**src/rtl/seg_bcd_counter_disp.sv**
```systemverilog
// 4-digit BCD up/down counter stepped by a synchronised 1 Hz tick, driving a
// multiplexed common-anode seven-segment display scanned by a 200 Hz tick.
module seg_bcd_counter_disp #(
    parameter bit          LZ_BLANK = 1'b0,
    parameter logic [15:0] CNT_INIT = 16'h0000
) (
    input  logic        clk_in,
    input  logic        rst,
    input  logic        tick_1hz_in,
    input  logic        scan_200hz_in,
    input  logic        en,
    input  logic        clr,
    input  logic        up_down,
    output logic [15:0] count_bcd,
    output logic        carry_pulse,
    output logic [7:0]  seg,
    output logic [3:0]  dig_sel
);

    // Active-low segment pattern, dp off; illegal nibbles show blank.
    function automatic logic [7:0] seg_decode(input logic [3:0] nib);
        logic [7:0] pat;
        case (nib)
            4'd0:    pat = 8'hC0;
            4'd1:    pat = 8'hF9;
            4'd2:    pat = 8'hA4;
            4'd3:    pat = 8'hB0;
            4'd4:    pat = 8'h99;
            4'd5:    pat = 8'h92;
            4'd6:    pat = 8'h82;
            4'd7:    pat = 8'hF8;
            4'd8:    pat = 8'h80;
            4'd9:    pat = 8'h90;
            default: pat = 8'hFF;
        endcase
        return pat;
    endfunction

    // Ripple a +1/-1 through the four BCD nibbles.
    function automatic logic [15:0] bcd_step(input logic [15:0] val, input logic up);
        logic [15:0] res;
        logic        cy;
        res = val;
        cy  = 1'b1;
        for (int i = 0; i < 4; i++) begin
            if (cy) begin
                if (up) begin
                    if (val[i*4 +: 4] == 4'd9) begin
                        res[i*4 +: 4] = 4'd0;
                        cy            = 1'b1;
                    end else begin
                        res[i*4 +: 4] = val[i*4 +: 4] + 4'd1;
                        cy            = 1'b0;
                    end
                end else begin
                    if (val[i*4 +: 4] == 4'd0) begin
                        res[i*4 +: 4] = 4'd9;
                        cy            = 1'b1;
                    end else begin
                        res[i*4 +: 4] = val[i*4 +: 4] - 4'd1;
                        cy            = 1'b0;
                    end
                end
            end else begin
                res[i*4 +: 4] = val[i*4 +: 4];
            end
        end
        return res;
    endfunction

    logic [2:0]  tick_sync_r;
    logic [2:0]  scan_sync_r;
    logic        tick_edge_s;
    logic        scan_edge_s;
    logic [15:0] count_r;
    logic        carry_r;
    logic [1:0]  idx_r;
    logic [7:0]  seg_r;
    logic [3:0]  dig_sel_r;
    logic [15:0] count_next_s;
    logic        wrap_s;
    logic [3:0]  nibble_s;
    logic        blank_s;
    logic [7:0]  seg_next_s;

    // Synchronisers preset high so a level already high at reset release is not an edge.
    always_ff @(posedge clk_in) begin
        if (rst) begin
            tick_sync_r <= 3'b111;
            scan_sync_r <= 3'b111;
        end else begin
            tick_sync_r <= {tick_sync_r[1:0], tick_1hz_in};
            scan_sync_r <= {scan_sync_r[1:0], scan_200hz_in};
        end
    end

    assign tick_edge_s = tick_sync_r[1] & ~tick_sync_r[2];
    assign scan_edge_s = scan_sync_r[1] & ~scan_sync_r[2];

    // Next count value and wrap detection for the current direction.
    always_comb begin
        count_next_s = bcd_step(count_r, up_down);
        if (up_down) begin
            wrap_s = (count_r == 16'h9999);
        end else begin
            wrap_s = (count_r == 16'h0000);
        end
    end

    // Counter: clr outranks a coincident tick; ticks while disabled are dropped.
    always_ff @(posedge clk_in) begin
        if (rst) begin
            count_r <= CNT_INIT;
            carry_r <= 1'b0;
        end else if (clr) begin
            count_r <= CNT_INIT;
            carry_r <= 1'b0;
        end else if (tick_edge_s && en) begin
            count_r <= count_next_s;
            carry_r <= wrap_s;
        end else begin
            count_r <= count_r;
            carry_r <= 1'b0;
        end
    end

    // Digit scan index, free-running on 200 Hz edges.
    always_ff @(posedge clk_in) begin
        if (rst) begin
            idx_r <= 2'd0;
        end else if (scan_edge_s) begin
            idx_r <= idx_r + 2'd1;
        end else begin
            idx_r <= idx_r;
        end
    end

    // Select the scanned nibble and decide leading-zero blanking.
    always_comb begin
        nibble_s = 4'd0;
        blank_s  = 1'b0;
        case (idx_r)
            2'd0: begin
                nibble_s = count_r[3:0];
                blank_s  = 1'b0;
            end
            2'd1: begin
                nibble_s = count_r[7:4];
                blank_s  = LZ_BLANK && (count_r[15:4] == 12'h000);
            end
            2'd2: begin
                nibble_s = count_r[11:8];
                blank_s  = LZ_BLANK && (count_r[15:8] == 8'h00);
            end
            2'd3: begin
                nibble_s = count_r[15:12];
                blank_s  = LZ_BLANK && (count_r[15:12] == 4'h0);
            end
            default: begin
                nibble_s = 4'd0;
                blank_s  = 1'b1;
            end
        endcase
        if (blank_s) begin
            seg_next_s = 8'hFF;
        end else begin
            seg_next_s = seg_decode(nibble_s);
        end
    end

    // Registered display drive, one cycle behind idx and count.
    always_ff @(posedge clk_in) begin
        if (rst) begin
            seg_r     <= seg_decode(CNT_INIT[3:0]);
            dig_sel_r <= 4'b1110;
        end else begin
            seg_r     <= seg_next_s;
            dig_sel_r <= ~(4'b0001 << idx_r);
        end
    end

    assign count_bcd   = count_r;
    assign carry_pulse = carry_r;
    assign seg         = seg_r;
    assign dig_sel     = dig_sel_r;

endmodule

```
**config.mk**
```make
export PLATFORM = sky130hd
export DESIGN_NAME = seg_bcd_counter_disp
export DESIGN_NICKNAME = d
export VERILOG_FILES = /design/src/rtl/seg_bcd_counter_disp.sv
export SDC_FILE = /design/constraint.sdc
export NUM_CORES = 1
export LEC_CHECK = 0
export BUFFER_PORTS_ARGS = -buffer_cell sky130_fd_sc_hd__buf_2
export CORE_MARGIN = 4
export CORE_UTILIZATION = 30
export CTS_BUF_LIST = sky130_fd_sc_hd__clkbuf_4 sky130_fd_sc_hd__clkbuf_8
export CTS_CLUSTER_SIZE = 24
export DETAILED_ROUTE_END_ITERATION = 6
export GPL_ROUTABILITY_DRIVEN = 0
export MAX_ROUTING_LAYER = met4
export PLACE_DENSITY = 0.56
export SLEW_MARGIN = 20
export SYNTH_ARGS = -nofsm -noshare
export SYNTH_HDL_FRONTEND = slang
export SYNTH_SLANG_ARGS = --single-unit
```
**constraint.sdc**
```tcl
create_clock -name clk_in -period 2.07 [get_ports clk_in]
set_input_delay 0.414 -clock clk_in [delete_from_list [all_inputs] [get_ports clk_in]]
set_output_delay 0.414 -clock clk_in [all_outputs]
set_load 0.02 [all_outputs]
```
==> results of run 1 <==
cell families (layout without fill, tap and decap cells):
logic type                 after synthesis  after routing
and+or+nand+nor                         86             86
xor gates and xnor gates                 8              8
other                                    1              1
AOI/OAI and AO/OA                       73             73
muxes                                    8              8
adders and majority gates               10             10
DFF                                     36             36
buffers and inverters                   41             77
worst max-delay path, delay by kind of cell, from the launching register on:
kind,cells,cell delay [ns]
multiplexers,1,0.21
AO/OA/AOI/OAI,3,0.67
flip-flops,1,0.36
buffers and inverters,2,0.19
adder cells (fa/ha/maj),2,0.42
layout make-up:
type | instances | area, sq um | area share, %
clock buffers | 5 | 68.82 | 2.625
repair buffers | 54 | 345.3 | 13.17
well taps | 96 | 120.1 | 4.582
inverters | 15 | 56.30 | 2.148
multi-input cells | 186 | 1264 | 48.21
flip-flops and latches | 36 | 724.4 | 27.64
clock inverters | 3 | 42.54 | 1.623
registers in the layout, summed over array words and instances, names as in the netlist:
| name | cells |
|---|---|
| idx_r | 2 |
| scan_sync_r | 3 |
| count_bcd | 16 |
| dig_sel | 4 |
| carry_pulse | 1 |
| tick_sync_r | 3 |
| seg | 7 |
per-stage QoR:
step / util, % / area, sq um / TNS, ns
after CTS: 37.61 / 2597 / 0
after floorplan: - / 2171 / 0
after detailed placement: 35.94 / 2482 / -0.005892
final: 37.95 / 2621 / 0
after global placement: 35.94 / 2482 / 0
after global routing: 37.95 / 2621 / -0.03757
final timing paths:
path	startpoint	endpoint	slack (ns)	cells after the start
max	idx_r[0]	seg[4]	0.09	8
min	tick_1hz_in	tick_sync_r[0]	0.30	2
max reg2reg	idx_r[0]	seg[4]	0.09	8
min reg2reg	scan_sync_r[0]	scan_sync_r[1]	0.41	1
metal layers:
| layer | vias to the layer above | wire, microns | GRT usage, % |
|---|---|---|---|
| li1 | 1003 | - | - |
| met1 | 956 | 2574 | 17.29 |
| met2 | 51 | 2453 | 20.10 |
| met3 | 7 | 315 | 2.896 |
| met4 | 0 | 62 | 3.907 |
| met5 | - | 0 | - |
repair_timing:
action	4_1_cts	5_1_grt
setup endpoints to repair	1	7
setup buffers	0	1
cloned	0	0
pin swaps	0	1
resized for setup	1	6
cell usage in the layout, fill, tap and decap left out, types with 3 or more instances in the layout:
cell | Yosys | final
buf_2 | 15 | 34
o21ai_1 | 3 | 3
nand3_1 | 4 | 4
nand4_1 | 3 | 3
or4_1 | 5 | 5
clkbuf_8 | 0 | 5
nand2_1 | 14 | 14
or2_2 | 10 | 10
inv_1 | 15 | 15
o221a_2 | 3 | 3
o22ai_1 | 3 | 3
a31oi_1 | 3 | 3
buf_4 | 2 | 18
o21ai_0 | 12 | 12
or3_1 | 3 | 3
nor4_1 | 4 | 4
dfxtp_1 | 36 | 35
mux2i_1 | 5 | 3
nor2_1 | 20 | 20
xnor2_1 | 4 | 4
nor3_1 | 3 | 3
xor2_1 | 4 | 4
ha_1 | 10 | 8
nand3b_1 | 3 | 3
a222oi_1 | 4 | 4
and3_1 | 4 | 4
a21oi_1 | 23 | 23
o31ai_1 | 5 | 5
nand2b_1 | 3 | 3
power groups by stage:
stage / Combinational (mW) / Clock (mW) / Sequential, mW
floorplan: 0.0624 / 0 / 0.722
global route: 0.108 / 0.683 / 0.704
finish: 0.0962 / 0.636 / 0.703
global placement: 0.0942 / 0 / 0.720
CTS: 0.0956 / 0.650 / 0.704
detailed placement: 0.0947 / 0 / 0.720
==> impl_metrics.yaml, run 1 <==
setup_path:
  critPathArrivalTime_ns: 2.15
  worstSetupEndpointType: "register"
  slowest_stage: "a222oi_1"
  path_cells: "ha_1 -> a222oi_1 -> mux2i_2 -> inv_1 -> ha_1 -> inv_1 -> o31ai_1 -> a21oi_1"
  max_stage_delay_ns: 0.40
  worstPathRequired_ns: 2.25
  path_class: "reg -> reg"
  cp_max_fo: 6
  start_kind: "register"
die:
  io_pins: 36
  die_x_microns: 93.07
  core_area_sq_mm: 0.006907
  rows: 30
  die-area_sq_mm: 0.008661
  initial_core_util_pct: 31.43
  die_y_microns: 93.07
synthesis:
  synth_edf_count: 0
  async_flop_share_pct: 0
  yosys_warnings: 0
  muxShareOfSynthArea_pct: 3.862
  seq_area_frac_synth_pct: 33.20
  synth_cell_types: 52
  synth_top_family_by_area: "compound AO/OA/AOI/OAI gates"
  yosysTopAreaCellShare_pct: 33.20
  netlist_instances: 263
  synth_xor_area_share_pct: 3.228
  synth.area.top_cells: "dfxtp_1 (33%), ha_1 (5.8%), a21oi_1 (5.3%), buf_2 (3.5%), nor2_1 (3.5%)"
  synthesis.area_sq_mm: 0.002171
  yosysTopAreaCell: "dfxtp_1"
  synthesis.nets: 280
  yosysMostFrequentCell: "dfxtp_1"
  synth_compound_area_share_pct: 22.42
  synthAdderAreaFrac_pct: 5.764
  synth_seq_cells: 36
  synth_area_per_cell_sq_um: 8.254
  yosys.area_share.simple_pct: 22.02
  yosys_most_used_dff: "dfxtp_1"
  yosys-top-cells-count: "dfxtp_1 (36), a21oi_1 (23), nor2_1 (20), buf_2 (15), inv_1 (15)"
job:
  cap_violations: 0
sta:
  finalCritPeriodShare_pct: 95.48
  fin_hold_ws_ns: 0.2996
  period_needed_ns: 1.976
  rsz0062_at_grt: "yes"
  setup_viol: 0
  clock_skew_ns: 0.005173
  slew-limit-headroom_pct: 65.96
  max_freq_mhz: 506.0
  hold_viol: 0
  setup_slack_ns: 0.09355
  tightest_slew_ns: 0.5059
  drv_slew: 0
global_route:
  grt_util_all_layers_pct: 13.09
  grt_pass1_wl_mm: 8.907
  grt_max_degree: 20
  antenna_found_initial: 0
  grt-ovfl-total: 0
  first_global_vias: 1793
placed_design:
  place_inst: 386
  port-buffer-count: 34
  pre_cts_ws_ns: -0.005892
  dp_hpwl_mm: 3.869
cts:
  clkLatencyLatePin_ns: 0.29
  root_buffer: "clkbuf_8"
  postCtsHoldBufs: 0
  clkTransAtPathRegs_ns: 0.08
  cts.htree.levels: 2
  clkSinkCount: 36
  tritoncts: "yes"
  cts_buffer_depth: 2
  cts_buffers: 5
routing:
  route.vias.total: 2017
  post-route-drc-count: 0
  viasPerCell: 5.106
  antenna_left: 0
  drtIter0Drc: 128
  drt-total-wl_mm: 5.405
  drt_pre_antenna_iters: 4
  wl_per_cell_microns: 13.68
cells_and_area:
  area_growth_pct: 20.75
  finalNonFillerCells: 395
  nets: 315
  layout-drive-gt1-share_pct: 29.10
  fillCellCount: 729
  diodes: 0
power_and_ir_drop:
  p_int_mw: 1.094
  p_clk_share_pct: 44.3
  p_comb_share_pct: 6.7
  netSwitchingPower_mw: 0.3419
  fin_total_pwr_mw: 1.436
  ir_drop_v: 0.0003379
  seqPwrFrac_pct: 49.0
  power_density_mw_per_mm2: 547.6
  leakagePower_nw: 1.069
  netSwitchingFraction_pct: 23.82
run_status:
  outcome: "completed"
min_path:
  hold_class: "in -> reg"
No activity file was read; power rests on OpenSTA's default activity.
==> run 2: changes to the inputs <==
Settings changed: ABC_AREA set to 1.
==> run 2 against run 1 <==
- worst hold slack improved by 0.0073 ns
- highest routed layer unchanged
- critical endpoint is now seg[3]
- combinational power rose by 83%
- synthesized area fell by 1.0%
- wire length fell by 3.1%
- global-route usage rose by 0.31 points
==> impl_metrics.yaml, run 2 <==
min_path:
  min-delay-start: "tick_1hz_in"
  hold_class: "in -> reg"
sta:
  period_needed_ns: 1.872
  clock_skew_ns: 0.007875
  setup_slack_ns: 0.1982
  hold_viol: 0
  max_freq_mhz: 534.3
  drv_slew: 0
  tns_ns: 0
  finalCritPeriodShare_pct: 90.42
  setup_viol: 0
global_route:
  grt_util_met2_pct: 21.09
  first_global_vias: 1944
  grt-ovfl-total: 0
  grt_max_degree: 17
  grt_util_all_layers_pct: 13.41
  grt.met3_usage_pct: 2.843
  use_met1_pct: 17.51
  antenna_found_initial: 0
  grt_pass1_wl_mm: 9.080
  grt_busiest_layer: "met2"
die:
  die_y_microns: 92.62
  rows: 30
  core_area_sq_mm: 0.006869
  die-area_sq_mm: 0.008578
  die_x_microns: 92.62
  io_pins: 36
  initial_core_util_pct: 31.28
setup_path:
  path_cells: "inv_2 -> ha_1 -> inv_2 -> nand2_1 -> nor2_1 -> nor2_2 -> inv_1 -> ha_1 -> nand3b_1 -> nand3_1 -> a21oi_1"
  start_kind: "register"
  worstPathRequired_ns: 2.24
  worstSetupEndpointType: "register"
  path_class: "reg -> reg"
  critPathArrivalTime_ns: 2.05
  r2r_start: "idx_r[0]"
  cp_max_fo: 6
  max_stage_delay_ns: 0.38
  cp-startpoint: "idx_r[0]"
  slowest_stage: "dfxtp_1"
power_and_ir_drop:
  leakagePower_nw: 1.205
  power_density_mw_per_mm2: 585.7
  ir_drop_v: 0.0003933
synthesis:
  yosysTopAreaCell: "dfxtp_1"
  synth_area_per_cell_sq_um: 6.798
  synth_compound_area_share_pct: 15.49
  yosysMostFrequentCell: "nand2_1"
  yosys-top-cells-count: "nand2_1 (70), nor2_1 (41), dfxtp_1 (36), inv_1 (28), nand3_1 (23)"
  yosysTopAreaCellShare_pct: 33.55
  muxShareOfSynthArea_pct: 0
  yosys_warnings: 0
  seq_area_frac_synth_pct: 33.55
  synth_seq_cells: 36
  yosys.area_share.simple_pct: 36.23
  synth_top_family_by_area: "simple AND/OR/NAND/NOR gates"
  synthesis.area_sq_mm: 0.002148
  synth.area.top_cells: "dfxtp_1 (34%), nand2_1 (12%), nor2_1 (7.2%), ha_1 (5.8%), nand3_1 (5.4%)"
  async_flop_share_pct: 0
  netlist_instances: 316
  synthAdderAreaFrac_pct: 5.824
  synth_cell_types: 32
  yosys_most_used_dff: "dfxtp_1"
  synth_xor_area_share_pct: 0.8154
  synthesis.nets: 333
  synth_edf_count: 0
job:
  cap_violations: 0
cells_and_area:
  layout_common_cells: "nand2_1 (70), nor2_1 (40), dfxtp_1 (36)"
  area_growth_pct: 20.79
  stdcell_area_sq_mm: 0.002595
  largest_reg_flops: 16
  final_common_cell: "nand2_1"
  finalNonFillerCells: 456
  diodes: 0
  layout-drive-gt1-share_pct: 25.00
  final_util_pct: 37.78
  nets: 376
routing:
  route.vias.total: 2128
  wl_per_cell_microns: 11.49
  drt-total-wl_mm: 5.240
  viasPerCell: 4.667
  post-route-drc-count: 0
  drtIter0Drc: 102
  antenna_left: 0
  drt_pre_antenna_iters: 4
run_status:
  outcome: "completed"
cts:
  cts_buffer_depth: 2
  clkLatencyLatePin_ns: 0.29
  tritoncts: "yes"
  clkTransAtPathRegs_ns: 0.07
  cts.htree.levels: 2
  cts_buffers: 5
  root_buffer: "clkbuf_8"
  clkSinkCount: 36
placed_design:
  pre_cts_ws_ns: -0.006147
  dp_hpwl_mm: 4.053
  port-buffer-count: 34
  dpl_cell_area_sq_mm: 0.002460
  place_inst: 447
[run 2: cell types whose count changed in the layout (fill, tap and decap cells not counted), sizes merged, moves of 5 or more]
cell and delta:
nand2 +62, nor2 +29, inv +22, nand3 +22, o21ai +17, buf -12, mux2i -5, or2 -5
or4 -5
[run 2: kinds of logic (layout without fill, tap and decap cells)]
| group | count (synthesis) | count (layout) |
|---|---|---|
| compound gates | 60 | 60 |
| xor+xnor | 2 | 2 |
| fa+ha+maj | 10 | 10 |
| buf+inv | 43 | 87 |
| flops | 36 | 36 |
| other cells | 1 | 1 |
| simple gates | 164 | 164 |
[run 2: worst paths after layout]
| check | end | slack (ns) | depth (start not counted) |
|---|---|---|---|
| min | tick_sync_r[0] | 0.31 | 2 |
| max reg2reg | seg[3] | 0.20 | 11 |
| max | seg[3] | 0.20 | 11 |
| min reg2reg | scan_sync_r[1] | 0.41 | 1 |
[run 2: metrics by stage]
step | hold slack (ns) | power [mW]
floorplan | 0.3895 | 0.8604
global placement | 0.3927 | 0.9062
detailed placement | 0.3968 | 0.9058
CTS | 0.2993 | 1.541
global route | 0.3018 | 1.600
finish | 0.3069 | 1.520
[run 2: routing by layer]
| metal | wire length, microns | vias up |
|---|---|---|
| met1 | 2582 | 964 |
| met2 | 2333 | 56 |
| met4 | 49 | 0 |
| li1 | - | 1103 |
| met5 | 0 | - |
| met3 | 275 | 5 |
[run 2: repair_timing]
item	4_1_cts	5_1_grt
pin swaps	0	1
setup endpoints to repair	1	5
endpoints found under the hold margin	0	0
hold buffers	0	0
setup buffers	0	1
resized for setup	1	5
[run 2: where the power goes]
group | switching (mW) | total (mW) | leakage [nW] | internal (mW)
registers | 0.00676 | 0.718 | 0.292 | 0.712
logic | 0.115 | 0.176 | 0.854 | 0.0604
clock network | 0.255 | 0.626 | 0.0586 | 0.371
total | 0.377 | 1.52 | 1.21 | 1.14
[run 2: worst max-delay path, delay by kind of cell (launching register included)]
| family | cells | cell delay (ns) |
|---|---|---|
| buffers and inverters | 3 | 0.32 |
| flip-flops | 1 | 0.38 |
| AO/OA/AOI/OAI | 1 | 0.06 |
| AND/OR/NAND/NOR | 5 | 0.52 |
| adder cells (fa/ha/maj) | 2 | 0.50 |
[run 2: cell type report]
type | instances | area, sq um
fillers | 756 | 4274
multi-input cells | 237 | 1274
flip-flops and latches | 36 | 720.7
repair buffers | 42 | 230.2
inverters | 37 | 138.9
well taps | 96 | 120.1
clock buffers | 6 | 76.32
clock inverters | 2 | 35.03
==> run 3: changes to the inputs <==
Settings changed: CAP_MARGIN set to 0.
Clock period 2.07 ns to 1.75 ns, I/O delays scaled along.
==> run 3 against run 2 <==
- critical path depth unchanged
- combinational power increased by 43%
- total power increased by 22%
- via count increased by 2.2%
- largest cell class unchanged
- clock skew increased by 0.0028 ns
- clock power increased by 19%
- sequential share of layout area decreased by 2.0 points
- flip-flop and latch count unchanged
- critical path type unchanged
- non-clock buffer count increased by 15
- setup slack got worse by 0.14 ns
- wire length increased by 5.0%
- largest power group unchanged
==> impl_metrics.yaml, run 3 (synthesis results as in run 2) <==
run_status:
  outcome: "completed"
cells_and_area:
  diodes: 0
  regArea_sq_um: 728.2
  layout-drive-gt1-share_pct: 32.80
  nets: 391
  multi_input_area_sq_mm: 0.001371
  largest_reg_flops: 16
  stdcell_area_sq_mm: 0.002826
  final_common_cell: "nand2_1"
  layout_common_cells: "nand2_1 (68), nor2_1 (38), dfxtp_1 (34), buf_2 (34), inv_1 (23)"
  area_growth_pct: 31.57
  fillCellCount: 741
setup_path:
  slowest_stage: "dfxtp_4"
  critPathArrivalTime_ns: 1.92
  cp_max_fo: 3
  worstPathRequired_ns: 1.98
  max_stage_delay_ns: 0.37
  path_cells: "inv_6 -> ha_4 -> inv_4 -> o21ai_2 -> nor2_2 -> nor2_2 -> inv_2 -> ha_4 -> nand3b_1 -> nand3_1 -> a21oi_1"
  worstSetupEndpointType: "register"
  start_kind: "register"
  path_class: "reg -> reg"
die:
  die-area_sq_mm: 0.008578
  die_x_microns: 92.62
  io_pins: 36
  die_y_microns: 92.62
  initial_core_util_pct: 31.28
  core_area_sq_mm: 0.006869
  rows: 30
global_route:
  first_global_vias: 2053
  grt-ovfl-total: 0
  grt_max_degree: 17
  grt_pass1_wl_mm: 9.280
  grt_util_all_layers_pct: 13.79
  antenna_found_initial: 0
routing:
  viasPerCell: 4.616
  drtIter0Drc: 102
  post-route-drc-count: 0
  route.vias.total: 2174
  drt-total-wl_mm: 5.504
  drt_pre_antenna_iters: 4
  wl_per_cell_microns: 11.69
  antenna_left: 0
sta:
  setup_slack_ns: 0.05819
  period_needed_ns: 1.692
  max_freq_mhz: 591.1
  finalCritPeriodShare_pct: 96.68
  hold_viol: 0
  drv_slew: 0
  clock_skew_ns: 0.01068
  setup_viol: 0
  tns_ns: 0
  rsz0062_at_grt: "yes"
power_and_ir_drop:
  power_density_mw_per_mm2: 654.1
  leakagePower_nw: 1.284
  fin_total_pwr_mw: 1.849
  ir_drop_v: 0.0003182
cts:
  clkTransAtPathRegs_ns: 0.08
  cts.htree.levels: 2
  cts_buffer_depth: 2
  cts_buffers: 5
  clkSinkCount: 36
  tritoncts: "yes"
  postCtsHoldBufs: 0
  clkLatencyLatePin_ns: 0.29
  root_buffer: "clkbuf_8"
placed_design:
  pre_cts_ws_ns: -0.07179
  port-buffer-count: 34
  dp_hpwl_mm: 4.095
  dpl_cell_area_sq_mm: 0.002552
job:
  cap_violations: 0
min_path:
  hold_class: "in -> reg"
## run 3: worst paths after layout
kind | from | end | slack, ns | cells past startpoint
min reg2reg | tick_sync_r[0] | tick_sync_r[1] | 0.42 | 1
max | idx_r[0] | seg[3] | 0.06 | 11
min | scan_200hz_in | scan_sync_r[0] | 0.24 | 2
max reg2reg | idx_r[0] | seg[3] | 0.06 | 11
## run 3: metal layers
| metal | track usage, % | wire length (microns) | vias up |
|---|---|---|---|
| li1 | - | - | 1136 |
| met1 | 17.50 | 2719 | 980 |
| met2 | 21.57 | 2413 | 54 |
| met3 | 2.924 | 312 | 4 |
| met4 | 5.250 | 59 | 0 |
| met5 | - | 0 | - |
## run 3: what timing repair did
item	in CTS	in global routing
pin swaps	4	13
setup endpoints to repair	2	7
gates resized for setup	12	23
buffers inserted	4	0
## run 3: cell type report
| type | instances | share of cell area (%) |
|---|---|---|
| multi-input cells | 237 | 48.52 |
| inverters | 37 | 5.268 |
| clock buffers | 5 | 2.435 |
| repair buffers | 57 | 12.26 |
| clock inverters | 3 | 1.505 |
| flip-flops and latches | 36 | 25.76 |
| well taps | 96 | 4.250 |
## run 3: metrics by stage
stage / std cells / utilization (%) / hold WS (ns)
floorplan: 316 / - / 0.3895
global route: 471 / 41.15 / 0.2397
finish: 471 / 41.15 / 0.2397
detailed placement: 459 / 37.16 / 0.4023
CTS: 471 / 39.78 / 0.2317
global placement: 459 / 37.16 / 0.3969
## run 3: power by group
group	total, mW	internal [mW]	leakage [nW]	switching [mW]
clock network	0.747	0.422	0.0541	0.326
logic	0.252	0.0985	0.936	0.154
registers	0.849	0.839	0.294	0.00960
## run 3: worst max-delay path, delay by kind of cell (launching register included)
kind | cells | cell delay [ns]
fa+ha+maj | 2 | 0.40
simple gates | 4 | 0.41
buf+inv | 3 | 0.19
flops | 1 | 0.37
compound gates | 2 | 0.26
